**config.mk**
```make
export PLATFORM = sky130hd
export DESIGN_NAME = placar_basquete_n_flat
export DESIGN_NICKNAME = d
export VERILOG_FILES = /design/src/rtl/placar_basquete_n_if.sv /design/src/rtl/placar_basquete_n.sv /design/src/flat_wrapper.sv
export SDC_FILE = /design/constraint.sdc
export NUM_CORES = 1
export LEC_CHECK = 0
export ABC_AREA = 1
export BUFFER_PORTS_ARGS = -buffer_cell sky130_fd_sc_hd__buf_2
export CORE_MARGIN = 10
export CORE_UTILIZATION = 53
export DETAILED_ROUTE_END_ITERATION = 16
export PLACE_DENSITY = 0.77
export SLEW_MARGIN = 15
export SYNTH_ARGS = -nofsm -noshare
export SYNTH_HDL_FRONTEND = slang
export SYNTH_SLANG_ARGS = --single-unit
```
**constraint.sdc**
```tcl
create_clock -name clk -period 3 [get_ports clk]
set_input_delay 0.45 -clock clk [delete_from_list [all_inputs] [get_ports clk]]
set_output_delay 0.45 -clock clk [all_outputs]
set_load 0.1 [all_outputs]
```
**src/rtl/placar_basquete_n_if.sv**
```systemverilog
// Scoreboard bus: buttons/controls in, scores, BCD and indicators out.
// Optional undo line exists only when PLACAR_UNDO_EN is defined.
interface placar_basquete_n_if #(
  parameter int NUM_TIMES = 2,
  parameter int SCORE_W   = 7,
  parameter int DIGITS    = 2,
  parameter int TEAM_W    = 1
);
  logic btn_1;
  logic btn_2;
  logic btn_3;
  logic subtract;
  logic [TEAM_W-1:0] team_sel;
  logic clear;
`ifdef PLACAR_UNDO_EN
  logic undo;
`endif
  logic [NUM_TIMES*SCORE_W-1:0]  scores;
  logic [NUM_TIMES*DIGITS*4-1:0] bcd;
  logic invalid_led;
  logic overflow_led;
  logic buzzer;

  modport master (
`ifdef PLACAR_UNDO_EN
    output undo,
`endif
    output btn_1, btn_2, btn_3,
    output subtract, team_sel, clear,
    input  scores, bcd,
    input  invalid_led, overflow_led, buzzer
  );

  modport slave (
`ifdef PLACAR_UNDO_EN
    input  undo,
`endif
    input  btn_1, btn_2, btn_3,
    input  subtract, team_sel, clear,
    output scores, bcd,
    output invalid_led, overflow_led, buzzer
  );
endinterface

```
**src/rtl/placar_basquete_n.sv**
```systemverilog
// Registered N-team basketball scoreboard with saturation and buzzer.
// Optional one-deep undo enabled by defining PLACAR_UNDO_EN.
module placar_basquete_n #(
  parameter int NUM_TIMES   = 2,
  parameter int SCORE_W     = 7,
  parameter int SCORE_MAX   = 99,
  parameter int DIGITS      = 2,
  parameter int BUZZ_CYCLES = 1000,
  parameter int TEAM_W      = 1
) (
  input  logic clk,
  input  logic rst_n,
  placar_basquete_n_if.slave bus
);

  localparam int AW = SCORE_W + 2;
  localparam int CW = $clog2(BUZZ_CYCLES) + 1;
  localparam int BW = DIGITS * 4;
  localparam logic [AW-1:0] SMAX = AW'(SCORE_MAX);
  localparam logic [CW-1:0] CLOAD = CW'(BUZZ_CYCLES - 1);
`ifdef PLACAR_UNDO_EN
  localparam int NB = 4;
`else
  localparam int NB = 3;
`endif

  typedef enum logic {IDLE, BUZZ} bz_t;

  logic [NB-1:0] raw;
  logic [NB-1:0] s1_q, s2_q, h_q, ev;

  logic [SCORE_W-1:0] scores_q [NUM_TIMES];
  logic [SCORE_W-1:0] scores_d [NUM_TIMES];
  logic [BW-1:0]      bcd_q    [NUM_TIMES];
  logic inv_q, inv_d;
  logic ovf_q, ovf_d;
  logic sat;
  logic wr;
  logic sel_ok;
  logic [AW-1:0] cur, v, sum, nxt;

  bz_t state_q;
  logic [CW-1:0] cnt_q;
  logic buzz_q;

`ifdef PLACAR_UNDO_EN
  logic hv_q, hv_d;
  logic [TEAM_W-1:0] ht_q, ht_d;
  logic [SCORE_W-1:0] hs_q, hs_d;
  assign raw = {bus.undo, bus.btn_3, bus.btn_2, bus.btn_1};
`else
  assign raw = {bus.btn_3, bus.btn_2, bus.btn_1};
`endif

  assign ev = s2_q & ~h_q;
  assign sel_ok = int'({1'b0, bus.team_sel}) < NUM_TIMES;

  function automatic logic [BW-1:0] to_bcd(
    input logic [SCORE_W-1:0] b
  );
    logic [BW-1:0] r;
    r = '0;
    for (int i = SCORE_W - 1; i >= 0; i--) begin
      for (int d = 0; d < DIGITS; d++) begin
        if (r[d*4 +: 4] >= 4'd5)
          r[d*4 +: 4] = r[d*4 +: 4] + 4'd3;
      end
      r = {r[BW-2:0], b[i]};
    end
    return r;
  endfunction

  always_comb begin
    scores_d = scores_q;
    inv_d = inv_q;
    ovf_d = ovf_q;
    sat = 1'b0;
    wr = 1'b0;
    nxt = '0;
    cur = '0;
`ifdef PLACAR_UNDO_EN
    hv_d = hv_q;
    ht_d = ht_q;
    hs_d = hs_q;
`endif
    for (int i = 0; i < NUM_TIMES; i++) begin
      if (bus.team_sel == TEAM_W'(i))
        cur = AW'(scores_q[i]);
    end
    if (ev[2])      v = AW'(3);
    else if (ev[1]) v = AW'(2);
    else            v = AW'(1);
    sum = cur + v;

    if (bus.clear) begin
      for (int i = 0; i < NUM_TIMES; i++)
        scores_d[i] = '0;
      inv_d = 1'b0;
      ovf_d = 1'b0;
`ifdef PLACAR_UNDO_EN
      hv_d = 1'b0;
`endif
    end else if (|ev[2:0]) begin
      if (!sel_ok) begin
        inv_d = 1'b1;
      end else if (!bus.subtract) begin
        wr = 1'b1;
        inv_d = 1'b0;
        if (sum > SMAX) begin
          nxt = SMAX;
          ovf_d = 1'b1;
          sat = 1'b1;
        end else begin
          nxt = sum;
          ovf_d = 1'b0;
        end
      end else if (cur < v) begin
        inv_d = 1'b1;
        ovf_d = 1'b0;
      end else begin
        wr = 1'b1;
        nxt = cur - v;
        inv_d = 1'b0;
        ovf_d = 1'b0;
      end
    end
`ifdef PLACAR_UNDO_EN
    else if (ev[3]) begin
      if (hv_q) begin
        for (int i = 0; i < NUM_TIMES; i++) begin
          if (ht_q == TEAM_W'(i))
            scores_d[i] = hs_q;
        end
        hv_d = 1'b0;
        inv_d = 1'b0;
        ovf_d = 1'b0;
      end else begin
        inv_d = 1'b1;
      end
    end
`endif

    if (wr) begin
      for (int i = 0; i < NUM_TIMES; i++) begin
        if (bus.team_sel == TEAM_W'(i))
          scores_d[i] = nxt[SCORE_W-1:0];
      end
`ifdef PLACAR_UNDO_EN
      hv_d = 1'b1;
      ht_d = bus.team_sel;
      hs_d = cur[SCORE_W-1:0];
`endif
    end
  end

  always_ff @(posedge clk) begin
    if (!rst_n) begin
      s1_q <= '0;
      s2_q <= '0;
      h_q <= '0;
      inv_q <= 1'b0;
      ovf_q <= 1'b0;
      for (int i = 0; i < NUM_TIMES; i++) begin
        scores_q[i] <= '0;
        bcd_q[i] <= '0;
      end
`ifdef PLACAR_UNDO_EN
      hv_q <= 1'b0;
      ht_q <= '0;
      hs_q <= '0;
`endif
    end else begin
      s1_q <= raw;
      s2_q <= s1_q;
      h_q <= s2_q;
      inv_q <= inv_d;
      ovf_q <= ovf_d;
      for (int i = 0; i < NUM_TIMES; i++) begin
        scores_q[i] <= scores_d[i];
        bcd_q[i] <= to_bcd(scores_q[i]);
      end
`ifdef PLACAR_UNDO_EN
      hv_q <= hv_d;
      ht_q <= ht_d;
      hs_q <= hs_d;
`endif
    end
  end

  // A saturating add always (re)loads the full on-time.
  always_ff @(posedge clk) begin
    if (!rst_n || bus.clear) begin
      state_q <= IDLE;
      cnt_q <= '0;
      buzz_q <= 1'b0;
    end else begin
      unique case (state_q)
        IDLE: begin
          if (sat) begin
            state_q <= BUZZ;
            cnt_q <= CLOAD;
            buzz_q <= 1'b1;
          end
        end
        BUZZ: begin
          if (sat) begin
            cnt_q <= CLOAD;
          end else if (cnt_q == '0) begin
            state_q <= IDLE;
            buzz_q <= 1'b0;
          end else begin
            cnt_q <= cnt_q - 1'b1;
          end
        end
        default: begin
          state_q <= IDLE;
          buzz_q <= 1'b0;
        end
      endcase
    end
  end

  for (genvar g = 0; g < NUM_TIMES; g++) begin : g_out
    assign bus.scores[g*SCORE_W +: SCORE_W] = scores_q[g];
    assign bus.bcd[g*BW +: BW] = bcd_q[g];
  end

  assign bus.invalid_led = inv_q;
  assign bus.overflow_led = ovf_q;
  assign bus.buzzer = buzz_q;

endmodule

```
**src/flat_wrapper.sv**
```systemverilog
// flat-port wrapper written by rule: the top's interface ports become plain ports
module placar_basquete_n_flat 
#(
  parameter int NUM_TIMES   = 2,
  parameter int SCORE_W     = 7,
  parameter int SCORE_MAX   = 99,
  parameter int DIGITS      = 2,
  parameter int BUZZ_CYCLES = 1000,
  parameter int TEAM_W      = 1
)
  (clk, rst_n, bus_btn_1, bus_btn_2, bus_btn_3, bus_subtract, bus_team_sel, bus_clear, bus_scores, bus_bcd, bus_invalid_led, bus_overflow_led, bus_buzzer);
  placar_basquete_n_if #(.NUM_TIMES(NUM_TIMES), .SCORE_W(SCORE_W), .DIGITS(DIGITS), .TEAM_W(TEAM_W)) bus_i ();
  input  logic clk;
  input  logic rst_n;
  input wire logic [$bits(bus_i.btn_1)-1:0] bus_btn_1;
  input wire logic [$bits(bus_i.btn_2)-1:0] bus_btn_2;
  input wire logic [$bits(bus_i.btn_3)-1:0] bus_btn_3;
  input wire logic [$bits(bus_i.subtract)-1:0] bus_subtract;
  input wire logic [$bits(bus_i.team_sel)-1:0] bus_team_sel;
  input wire logic [$bits(bus_i.clear)-1:0] bus_clear;
  output wire logic [$bits(bus_i.scores)-1:0] bus_scores;
  output wire logic [$bits(bus_i.bcd)-1:0] bus_bcd;
  output wire logic [$bits(bus_i.invalid_led)-1:0] bus_invalid_led;
  output wire logic [$bits(bus_i.overflow_led)-1:0] bus_overflow_led;
  output wire logic [$bits(bus_i.buzzer)-1:0] bus_buzzer;
  assign bus_i.btn_1 = bus_btn_1;
  assign bus_i.btn_2 = bus_btn_2;
  assign bus_i.btn_3 = bus_btn_3;
  assign bus_i.subtract = bus_subtract;
  assign bus_i.team_sel = bus_team_sel;
  assign bus_i.clear = bus_clear;
  assign bus_scores = bus_i.scores;
  assign bus_bcd = bus_i.bcd;
  assign bus_invalid_led = bus_i.invalid_led;
  assign bus_overflow_led = bus_i.overflow_led;
  assign bus_buzzer = bus_i.buzzer;
  placar_basquete_n #(.NUM_TIMES(NUM_TIMES), .SCORE_W(SCORE_W), .SCORE_MAX(SCORE_MAX), .DIGITS(DIGITS), .BUZZ_CYCLES(BUZZ_CYCLES), .TEAM_W(TEAM_W)) u_core (.clk(clk), .rst_n(rst_n), .bus(bus_i));
endmodule
```
==> results.py <==
metrics = {
    "power": {
        "comb_power_share_pct": 20.3,
        "leakagePower_nw": 2.16,
        "p_sw_w": 0.000483,
        "internal-power_w": 0.000976,
        "power.share.switching_pct": 33.1,
        "power_frac_seq_pct": 50.6,
        "clkPwrFrac_pct": 29.1,
        "ir_drop_mv": 0.342,
        "power_density_mw_per_mm2": 345,
    },
    "sta": {
        "finalSetupTns_ns": 0,
        "slew_violations": 0,
        "final.min_clock_period_ns": 2.93,
        "maxSlewHeadroom_pct": 55.2,
        "timing.fmax_mhz": 342,
        "period_share_pct": 97.5,
        "hold_viol": 0,
        "max_slew.worst_pin.slew_ns": 0.670,
        "setup_viol": 0,
        "fin_skew_ns": 0.00514,
    },
    "drt": {
        "drc": 0,
        "vias": 3409,
        "wl_per_cell_um": 13.8,
        "drtIter0Drc": 220,
        "viasPerCell": 5.32,
        "first_pass_iters": 4,
        "antenna_left": 0,
        "wl_mm": 8.86,
    },
    "clocking": {
        "clock_sinks": 54,
        "clkTransAtPathRegs_ns": 0.10,
        "cts_root_buf": "clkbuf_8",
        "hold_buffers": 0,
        "worstSkewPairLatency_ns": 0.31,
        "cts_tree": "built",
        "cts_buffers": 5,
        "htree_levels": 2,
        "clock_path_buffers": 2,
    },
    "place": {
        "gp_congestion": 0.951,
        "portBuffers": 40,
        "hpwl_mm": 6.36,
        "dp.cells": 619,
    },
    "min_path": {
        "hp-class": "in -> reg",
        "whs_endpoint": "u_core.s1_q[1]",
        "worstHoldPathCells": 3,
        "hold_start": "bus_btn_2",
    },
    "cells_and_area": {
        "area_delta_synth_final_pct": 22.7,
        "finalNonFillerCells": 641,
        "post-route-util_pct": 66.7,
        "drive_above_1_share_pct": 27.8,
        "final_nets": 594,
        "n_antenna_cell": 0,
    },
    "worst_setup_path": {
        "r2r_cells": 24,
        "cp_slowest_cell": "dfxtp_4",
        "max_stage_delay_ns": 0.38,
        "worstSetupEndpointType": "register",
        "rrSetupSlack_ns": 0.07,
        "cp.required_ns": 3.25,
        "worstSetupPathType": "reg -> reg",
        "rr_startpoint": "u_core.bus.scores[5]",
        "regToRegEndpoint": "u_core.bcd_q[0][5]",
        "start_kind": "register",
        "worstPathCellList": "inv_6 > ha_4 > nand2_2 > nand3_2 > nand2_4 > ha_4 > inv_1 > nand2_2 > nand3_2 > nand2_4 > xor2_2 > buf_4 > ha_1 > or2_4 > nand3_4 > o211ai_1 > nand2_1 > inv_2 > ha_4 > nor2_4 > nor2_4 > nand2_1 > nand2_1 > nor2_1",
        "worstPathArrival_ns": 3.18,
        "cp_max_fo": 5,
    },
    "synthesis": {
        "syn-num-nets": 534,
        "netlist.area_leader.share_pct": 31.3,
        "netlist_top_cells_count": "nand2_1, inv_1, dfxtp_1",
        "yosysWarnings": 0,
        "synthFlopType": "dfxtp_1",
        "synth_area_mm2": 0.00345,
        "synth_cell_type_count": 42,
        "ys_seq_area_share_pct": 31.3,
        "synth_edf_count": 0,
        "postSynthAreaPerCell_um2": 6.86,
        "synth_cells": 503,
        "synth-seq-cells": 54,
        "synthTopCellsByArea": "dfxtp_1, nand2_1, inv_1, ha_1, nand3_1",
        "ys_async_sr_fraction_pct": 0,
        "yosysTopAreaCell": "dfxtp_1",
        "synth.most_common_cell": "nand2_1",
    },
    "die": {
        "chipHeight_um": 101,
        "die_w_um": 101,
        "start_util_pct": 54.3,
        "die_area_mm2": 0.0101,
        "core-area_mm2": 0.00635,
        "ioPinCount": 41,
        "rows": 29,
    },
    "grt": {
        "grt_max_degree": 26,
        "antenna_found_initial": 0,
        "grt.overflow.total": 0,
        "grt.total_usage_pct": 16.2,
        "grt_pass1_wl_mm": 13.8,
        "grt_pass1_vias": 3143,
    },
    "status": {
        "status": "finished, final reports clean",
    },
    "job": {
        "cap_violations": 0,
    },
}
==> routing by layer <==
| layer | track usage, % | share of wire [%] | wire (µm) | vias to the layer above |
|---|---|---|---|---|
| met5 | 0 | 0 | 0 | - |
| met4 | 4.46 | 3.0 | 267 | 0 |
| met3 | 4.32 | 6.1 | 541 | 29 |
| met2 | 28.2 | 48 | 4290 | 117 |
| met1 | 19.0 | 42 | 3760 | 1542 |
| li1 | - | - | - | 1721 |
==> worst max path at each step <==
stage | start | end | slack [ns] | depth (start not counted)
6_report | u_core.bus.scores[5] | u_core.bcd_q[0][5] | 0.07 | 24
5_1_grt | u_core.bus.scores[12] | u_core.bcd_q[0][10] | -0.06 | 23
4_1_cts | u_core.bus.scores[5] | u_core.bcd_q[0][5] | 0.01 | 24
3_5_place_dp | u_core.bus.scores[12] | u_core.bcd_q[0][13] | -0.008 | 23
3_3_place_gp | u_core.bus.scores[12] | u_core.bcd_q[0][13] | 0.17 | 23
2_1_floorplan | u_core.bus.scores[12] | u_core.bcd_q[0][13] | 0.01 | 21
==> cell families after synthesis <==
kind of cell | synth area share (%)
compound gates | 14.1
xor+xnor | 4.53
fa+ha+maj | 8.77
buf+inv | 11.3
flops | 31.3
simple gates | 29.9
==> what timing repair did <==
action | 4_1_cts | 5_1_grt
pin swaps | 1 | 16
endpoints found under the setup margin | 2 | 11
buffers inserted | 0 | 14
gates resized for setup | 1 | 37
==> critical path: cells and delay by family (launching register included) <==
family                     cells  cell delay [ns]
AOI/OAI and AO/OA              1             0.10
DFF                            1             0.38
and+or+nand+nor               14             1.30
xor gates and xnor gates       1             0.16
adders and majority gates      4             0.60
buffers and inverters          4             0.33
==> cells in the final DEF, fill, tap and decap left out, drive strengths merged, types with 2 or more instances in the layout <==
cell type / instances
xnor2: 2
clkbuf: 6
ha: 21
a21oi: 31
fa: 2
nor4: 2
nor3: 4
a21boi: 2
inv: 88
or2: 4
a22oi: 2
nand4: 8
xor2: 15
dfxtp: 54
o21bai: 2
nand3: 50
buf: 63
o21ai: 31
nor2: 36
nand2: 131
==> state kept, by name, summed over array words and instances, names as in the netlist <==
name                     count
u_core.bus.scores           14
u_core.s2_q                  3
u_core.bus.overflow_led      1
u_core.s1_q                  3
u_core.bcd_q                16
u_core.state_q               1
u_core.bus.buzzer            1
u_core.h_q                   3
u_core.bus.invalid_led       1
u_core.cnt_q                11
==> final cells by class <==
class	count	area [µm²]
inverters	87	334
repair buffers	63	385
clock buffers	6	72.6
flip-flops and latches	54	1110
well taps	77	96.3
clock inverters	2	15.0
multi-input cells	352	2220
fillers	548	2110
==> power by group through the flow <==
stage | clock (W) | sequential (W) | combinational [W]
2_1_floorplan | 0 | 0.000831 | 0.000141
3_5_place_dp | 0 | 0.000755 | 0.000272
5_1_grt | 0.000455 | 0.000740 | 0.000323
4_1_cts | 0.000432 | 0.000738 | 0.000274
3_3_place_gp | 0 | 0.000754 | 0.000266
6_report | 0.000424 | 0.000739 | 0.000297
==> through the flow <==
step | worst slack (ns) | area [µm²] | power [W] | hold slack [ns]
after CTS | 0.00985 | 3970 | 0.00144 | 0.312
after global routing | -0.0577 | 4240 | 0.00152 | 0.320
after floorplan | 0.0126 | 3570 | 0.000973 | 0.390
after global placement | 0.173 | 3870 | 0.00102 | 0.392
final | 0.0750 | 4240 | 0.00146 | 0.311
after detailed placement | -0.00794 | 3870 | 0.00103 | 0.400
Note: power is estimated with default switching activity, not from simulation.
